==> config.mk <==
export PLATFORM = sky130hd
export DESIGN_NAME = dense_layer_sequencer
export DESIGN_NICKNAME = d
export VERILOG_FILES = /design/src/rtl/dense_layer_sequencer.sv
export SDC_FILE = /design/constraint.sdc
export NUM_CORES = 1
export LEC_CHECK = 0
export ABC_AREA = 1
export BUFFER_PORTS_ARGS = -buffer_cell sky130_fd_sc_hd__buf_4
export CORE_AREA = 4 4 83 85
export DETAILED_ROUTE_END_ITERATION = 12
export DIE_AREA = 0 0 87 89
export PLACE_DENSITY_LB_ADDON = 0.3
export RECOVER_POWER = 100
export SETUP_SLACK_MARGIN = 0.3
export SYNTH_ARGS = -nofsm -noshare
export SYNTH_HDL_FRONTEND = slang
export SYNTH_SLANG_ARGS = --single-unit
==> constraint.sdc <==
create_clock -name clk -period 1.3 [get_ports clk]
set_input_delay 0.065 -clock clk [delete_from_list [all_inputs] [get_ports clk]]
set_output_delay 0.065 -clock clk [all_outputs]
set_load 0.05 [all_outputs]
==> src/rtl/dense_layer_sequencer.sv <==
// Walks one dense_layer_core across a whole layer: fetch row, start core, wait, stream result.
// Build option: define DENSE_SEQ_RELU_EN to clamp negative neuron results to zero at capture.
module dense_layer_sequencer #(
    parameter int NUM_NEURONS = 16,
    parameter int IDX_W       = (NUM_NEURONS > 1) ? $clog2(NUM_NEURONS) : 1,
    parameter int CNT_W       = $clog2(NUM_NEURONS + 1),
    parameter int TIMEOUT_CYC = 64
) (
    input  logic                    clk,
    input  logic                    rst,
    input  logic                    cmd_valid_i,
    output logic                    cmd_ready_o,
    input  logic [CNT_W-1:0]        cmd_num_neurons_i,
    output logic                    wmem_rd_en_o,
    output logic [IDX_W-1:0]        wmem_rd_addr_o,
    output logic                    core_start_o,
    input  logic                    core_done_i,
    input  logic signed [31:0]      core_result_i,
    output logic                    out_valid_o,
    input  logic                    out_ready_i,
    output logic signed [31:0]      out_data_o,
    output logic [IDX_W-1:0]        out_index_o,
    output logic                    out_last_o,
    output logic                    busy_o,
    output logic                    layer_done_o,
    output logic                    timeout_err_o
);

    localparam int TMO_W = $clog2(TIMEOUT_CYC + 1);

    typedef enum logic [2:0] {
        IDLE,
        FETCH,
        START,
        COMPUTE,
        OUTPUT
    } state_e;

    state_e             state_q, state_d;
    logic [CNT_W-1:0]   count_q, count_d;
    logic [IDX_W-1:0]   idx_q, idx_d;
    logic [TMO_W-1:0]   tmo_q, tmo_d;
    logic signed [31:0] data_q, data_d;
    logic               timeoutErr_q, timeoutErr_d;
    logic               layerDone_q, layerDone_d;

    logic [CNT_W-1:0]   cmdCountSat;
    logic signed [31:0] captureVal;
    logic               isLast;

    // Requests larger than the layer capacity are clamped to the capacity.
    assign cmdCountSat = (cmd_num_neurons_i > CNT_W'(NUM_NEURONS)) ?
                         CNT_W'(NUM_NEURONS) : cmd_num_neurons_i;

    assign isLast = (CNT_W'(idx_q) == (count_q - CNT_W'(1)));

`ifdef DENSE_SEQ_RELU_EN
    assign captureVal = core_result_i[31] ? 32'sd0 : core_result_i;
`else
    assign captureVal = core_result_i;
`endif

    always_ff @(posedge clk or posedge rst) begin
        if (rst) begin
            state_q      <= IDLE;
            count_q      <= '0;
            idx_q        <= '0;
            tmo_q        <= '0;
            data_q       <= '0;
            timeoutErr_q <= 1'b0;
            layerDone_q  <= 1'b0;
        end else begin
            state_q      <= state_d;
            count_q      <= count_d;
            idx_q        <= idx_d;
            tmo_q        <= tmo_d;
            data_q       <= data_d;
            timeoutErr_q <= timeoutErr_d;
            layerDone_q  <= layerDone_d;
        end
    end

    always_comb begin
        state_d      = state_q;
        count_d      = count_q;
        idx_d        = idx_q;
        tmo_d        = tmo_q;
        data_d       = data_q;
        timeoutErr_d = timeoutErr_q;
        layerDone_d  = 1'b0;

        case (state_q)
            IDLE: begin
                if (cmd_valid_i) begin
                    count_d      = cmdCountSat;
                    idx_d        = '0;
                    timeoutErr_d = 1'b0;
                    if (cmdCountSat == '0) begin
                        layerDone_d = 1'b1;
                    end else begin
                        state_d = FETCH;
                    end
                end
            end
            FETCH: begin
                state_d = START;
            end
            START: begin
                tmo_d   = '0;
                state_d = COMPUTE;
            end
            // Done takes priority over an expiring timeout on the same cycle.
            COMPUTE: begin
                if (core_done_i) begin
                    data_d  = captureVal;
                    state_d = OUTPUT;
                end else if (tmo_q == TMO_W'(TIMEOUT_CYC - 1)) begin
                    timeoutErr_d = 1'b1;
                    layerDone_d  = 1'b1;
                    state_d      = IDLE;
                end else begin
                    tmo_d = tmo_q + TMO_W'(1);
                end
            end
            OUTPUT: begin
                if (out_ready_i) begin
                    if (isLast) begin
                        layerDone_d = 1'b1;
                        state_d     = IDLE;
                    end else begin
                        idx_d   = idx_q + IDX_W'(1);
                        state_d = FETCH;
                    end
                end
            end
            default: begin
                state_d = IDLE;
            end
        endcase
    end

    assign cmd_ready_o    = (state_q == IDLE);
    assign busy_o         = (state_q != IDLE);
    assign wmem_rd_en_o   = (state_q == FETCH);
    assign wmem_rd_addr_o = idx_q;
    assign core_start_o   = (state_q == START);
    assign out_valid_o    = (state_q == OUTPUT);
    assign out_data_o     = data_q;
    assign out_index_o    = idx_q;
    assign out_last_o     = (state_q == OUTPUT) && isLast;
    assign layer_done_o   = layerDone_q;
    assign timeout_err_o  = timeoutErr_q;

endmodule
; ---- Word level (Yosys, flattened, before mapping)
; Cells that the tools add are included.
[op_classes]
eq_ne = 14
n_lt_le_gt_ge = 1
n_reduce_logical = 13
muxes = 26
add_sub_neg = 3
[ops]
columns = cell, n
row1 = 3-bit two-way mux, 5
row2 = 3-bit case mux with 5 select lines, 1
row3 = 7-bit two-way mux, 2
row4 = 7-bit case mux with 2 select lines, 1
row5 = 4-bit two-way mux, 3
row6 = "2-bit inequality test, second input constant", 6
row7 = 4-bit AND reduction, 3
row8 = 1-bit two-way mux, 10
row9 = 4-bit case mux with 2 select lines, 1
row10 = "7-bit by 1-bit adder with 7-bit output, second input constant", 1
row11 = "7-bit by 6-bit == test with 1-bit output, second input constant", 1
row12 = "3-bit by 2-bit == test with 1-bit output, second input constant", 2
row13 = 2-bit nonzero test, 3
row14 = 4-bit by 5-bit == test with 1-bit output, 1
row15 = "5-bit greater-than comparator, second input constant", 1
row16 = 5-bit zero test, 1
row17 = 5-bit two-way mux, 1
row18 = "5-bit by 1-bit subtractor with 5-bit output, second input constant", 1
row19 = "4-bit by 1-bit adder with 4-bit output, second input constant", 1
row20 = 2-bit AND reduction, 2
row21 = "3-bit by 1-bit == test with 1-bit output, second input constant", 1
row22 = "3-bit == test, second input constant", 1
row23 = 3-bit zero test, 1
row24 = "3-bit inequality test, second input constant", 1
row25 = other kinds (6), 6
[totals]
inputBits = 42
out_inout_bits = 48
word_cells = 64
register_bits = 53

; ---- Longest topological paths before layout
[depth]
word_depth = 6
ltp_mapped = 13
depth_no_buf = 13

; ---- Least setup slack after synthesis
; Ideal clock, no wire load.
[synth_timing]
path_kind = reg-to-reg
startpoint = register state_q[2]
endpoint = register tmo_q[0]
slack_ps = -942
n_path_buf = 0
synth_period_minus_slack_ps = 2242
setup_time_ps = 124
arrival_ps = 2119
path_stages_with_launch = 7
required_ps = 1176
cell_sequence = dfrtp_1 > nor3_1 > inv_2 > nand2_4 > inv_2 > nand2_1 > o21ai_1
[synth_between]
elab_chain_cells = 3
word_cells_on_any_way = 7
cone_classes = eq/ne: 4 / mux: 1 / reduce/logical: 2
[synth_lines]
columns = item, line
row1 = start: declaration, 39  ; state_e state_q, state_d;
row2 = start signal: assignment, 73  ; state_q <= state_d;
row3 = 3-bit by 2-bit == test with 1-bit output *, -
row4 = named net core_start_o, 16  ; output logic core_start_o,
row5 = 2-bit nonzero test (no line), -
row6 = 3-bit AND reduction (no line), -
row7 = end signal: assignment, 76  ; tmo_q <= tmo_d;
row8 = end: declaration, 42  ; logic [TMO_W-1:0] tmo_q, tmo_d;
; The timed path passes the listed nets; every way through them passes the cells marked *.
; A chain may end at the register's enable or synchronous reset.

; ---- Worst setup path after layout
[layout_timing]
startpoint = register count_q[0]
endpoint = output port out_last_o
[layout_between]
elab_chain_cells = 3
[layout_lines]
columns = item, line
row1 = start: declaration, 40  ; logic [CNT_W-1:0] count_q, count_d;
row2 = start signal: assignment, 74  ; count_q <= count_d;
row3 = 5-bit by 1-bit subtractor with 5-bit output, 55  ; assign isLast = (CNT_W'(idx_q) == (count_q - CNT_W'(1)));
row4 = 4-bit by 5-bit == test with 1-bit output, 55
row5 = 1-bit logical AND, 150  ; assign out_last_o = (state_q == OUTPUT) && isLast;
row6 = end: declaration, 23  ; output logic out_last_o,
; No other way between the ends.

==> impl_metrics.env <==
export IMPL_insertion_delay_ns=0.30
export IMPL_required_ns=1.24
export IMPL_yosys_register_bits=53
export IMPL_rows=29
export IMPL_final_nets=478
export IMPL_drt_pre_antenna_iters=4
export IMPL_cts_made_buffers=5
export IMPL_area_delta_synth_final_pct=72.6
export IMPL_fillerInstances=425
export IMPL_yosys_warnings=0
export IMPL_fin_skew_ns=0.00958
export IMPL_die_h_um=89
export IMPL_synth_edf_count=0
export IMPL_max_slew_margin_pct=50.7
export IMPL_fmax_ghz=0.580
export IMPL_setup_viol=54
export IMPL_start_util_pct=43.1
export IMPL_endpoint_kind="primary output"
export IMPL_overflow=0
export IMPL_worstPathMaxFanout=2
export IMPL_core_area_mm2=0.00620
export IMPL_wirelength_um=9320
export IMPL_post_place_cells=438
export IMPL_dp_hpwl_um=4740
export IMPL_power_density_mw_per_mm2=2460
export IMPL_postSynthCellCount=245
export IMPL_cp_start_kind="flip-flop"
export IMPL_violations="negative hold slack, negative setup slack"
export IMPL_synth_area_per_cell_um2=10.9
export IMPL_drive_above_1_share_pct=59.0
export IMPL_place_gp_congestion=0.815
export IMPL_clkTransAtPathRegs_ns=0.10
export IMPL_fin_crit_ns=1.72
export IMPL_num_vias=2558
export IMPL_post_drt_wl_per_cell_um=18.2
export IMPL_status="finished with violations"
export IMPL_worst_slew_pin_slew_ns=0.740
export IMPL_hold_viol=1
export IMPL_grt_pass1_wl_um=12700
export IMPL_synthArstFlopShare_pct=100
export IMPL_slew_viol_final=0
export IMPL_setup_ws_ns=-0.425
export IMPL_io_pins=90
export IMPL_cts_root_buf="clkbuf_8"
export IMPL_whs_ns=-0.00288
export IMPL_cts_max_level=2
export IMPL_drc=0
export IMPL_ys_seq_area_share_pct=49.6
export IMPL_port_buffers=89
export IMPL_dr_first_iter_drc_count=185
export IMPL_crit_type="flip-flop to primary output"
export IMPL_viasPerCell=4.99
export IMPL_period_share_pct=133
export IMPL_synth_cell_types=33
export IMPL_hp_class="input pin to flip-flop"
export IMPL_rrSetupSlack_ns=-0.40
export IMPL_utilization_pct=74.4
export IMPL_first_global_vias=2575
export IMPL_fin_cells=513
export IMPL_grt_max_degree=54
export IMPL_syn_nets=290
export IMPL_synthFlopType="dfrtp_1"
export IMPL_clk_path_buf_depth=2
export IMPL_grt_antenna_before_repair=0
export IMPL_cts_tree="done"
export IMPL_syn_area_mm2=0.00267
export IMPL_peakVddDrop_uv=1630
export IMPL_maxCapViolations=0
export IMPL_dieArea_mm2=0.00774
export IMPL_leakagePower_uw=0.00236
export IMPL_critPathArrivalTime_ns=1.66
export IMPL_rsz0062_at_grt="yes"
export IMPL_numClockSinks=53
export IMPL_grt_total_usage_pct=20.9
export IMPL_die_x_um=87
export IMPL_ant_nets=0
-- repair_timing --
| action | 4_1_cts | 5_1_grt |
|---|---|---|
| pin swaps | 13 | 11 |
| gates resized for setup | 69 | 21 |
| endpoints found under the hold margin | 81 | 4 |
| buffers inserted | 17 | 10 |
| gates cloned | 5 | 0 |
| setup endpoints to repair | 67 | 69 |
| hold buffers | 29 | 4 |
-- cells in the mapped netlist, types with 2 or more instances --
| cell | instances | area, um^2 |
|---|---|---|
| nor2_4 | 2 | 22.5 |
| mux2_4 | 28 | 420 |
| nand2_2 | 5 | 31.3 |
| o22ai_1 | 4 | 25.0 |
| nand2_1 | 52 | 195 |
| a21oi_1 | 2 | 10.0 |
| ha_1 | 3 | 37.5 |
| and3_1 | 2 | 12.5 |
| o21ai_1 | 2 | 10.0 |
| buf_12 | 2 | 40.0 |
| nor3_1 | 2 | 10.0 |
| inv_1 | 19 | 71.3 |
| dfrtp_1 | 53 | 1330 |
| inv_2 | 9 | 33.8 |
| xor2_1 | 5 | 43.8 |
| buf_4 | 4 | 30.0 |
| nor2_2 | 3 | 18.8 |
| mux2_2 | 4 | 45.0 |
| nand3_1 | 8 | 40.0 |
| nor2_1 | 16 | 60.1 |
| nand4_1 | 6 | 37.5 |
| nand3b_1 | 3 | 22.5 |
-- report_power, final --
| group | switching [uW] | total, uW | internal, uW | leakage, uW |
|---|---|---|---|---|
| Clock | 560 | 946 | 386 | 0.0000456 |
| Sequential | 467 | 2790 | 2330 | 0.000651 |
| Combinational | 4550 | 7610 | 3060 | 0.00167 |
-- critical path, stage by stage (launching register included) --
cell and delay (ns):
dfrtp_1 0.37, inv_2 0.06, ha_4 0.26, xor2_1 0.14, nand2_1 0.07, nor2_1 0.11, nand2_2 0.09, nor2_4 0.11
buf_6 0.17
-- placed cells by master (no fill, tap or decap), drive strengths merged, types with 3 or more instances in the layout --
cell type	synthesis	final
buf	7	106
nand2	59	64
dfrtp	53	53
clkbuf	0	50
dlygate4sd3	0	33
mux2	32	32
inv	29	29
nor2	21	21
nand3	10	10
nand4	6	6
xor2	5	5
o22ai	5	5
o21ai	4	4
nand3b	3	3
ha	3	3
-- per-layer routing --
layer / GRT usage (%) / wire length [um] / vias to the layer above
met5: 0 / 0 / -
met4: 6.09 / 327 / 0
met3: 2.76 / 364 / 22
met2: 38.2 / 5140 / 84
met1: 25.8 / 3490 / 1272
li1: - / - / 1180
-- final timing paths --
path / start / to / cells after the start
hold / removal: core_result_i[10] / out_data_o[10]$_DFFE_PP0P_ / 2
min in group asynchronous: rst / out_data_o[0]$_DFFE_PP0P_ / 4
max in group asynchronous: rst / state_q[2]$_DFFE_PP0P_ / 4
hold reg to reg: out_data_o[2]$_DFFE_PP0P_ / out_data_o[2]$_DFFE_PP0P_ / 1
setup / recovery: count_q[0]$_DFFE_PP0P_ / out_last_o / 8
setup reg to reg: count_q[0]$_DFFE_PP0P_ / layer_done_o$_DFF_PP0_ / 13
-- final cells by class --
cell class	count	area, um^2	area share (%)
Timing Repair Buffer	183	1520	33.0
Multi-Input combinational cell	161	1440	31.3
Sequential cell	53	1330	28.9
Inverter	29	128	2.77
Tap cell	77	96.3	2.09
Clock buffer	6	72.6	1.57
Clock inverter	2	13.8	0.298
Antenna cell	2	5.00	0.108
-- logic make-up after synthesis --
kind of cell	count (synthesis)	share of synthesized area (%)
flip-flops	53	49.6
AND/OR/NAND/NOR	103	19.0
adder cells (fa/ha/maj)	3	1.40
buffers and inverters	36	7.35
AO/OA/AOI/OAI	12	3.23
XOR/XNOR	6	1.97
multiplexers	32	17.4
-- stage by stage --
step	power [uW]	area [um^2]	worst slack, ns	setup TNS (ns)
detailed placement	9270	3700	-0.196	-3.85
CTS	11300	4570	-0.436	-5.39
floorplan	7200	2740	-0.358	-6.72
finish	11300	4610	-0.425	-8.57
global placement	9150	3700	-0.167	-3.38
global route	11800	4610	-0.512	-11.80
-- state kept, by name (all words and copies together), names as in the netlist --
name,cells
out_data_o,32
tmo_q,7
count_q,5
layer_done_o,1
timeout_err_o,1
out_index_o,4
state_q,3
(Power assumes the default switching activity.)
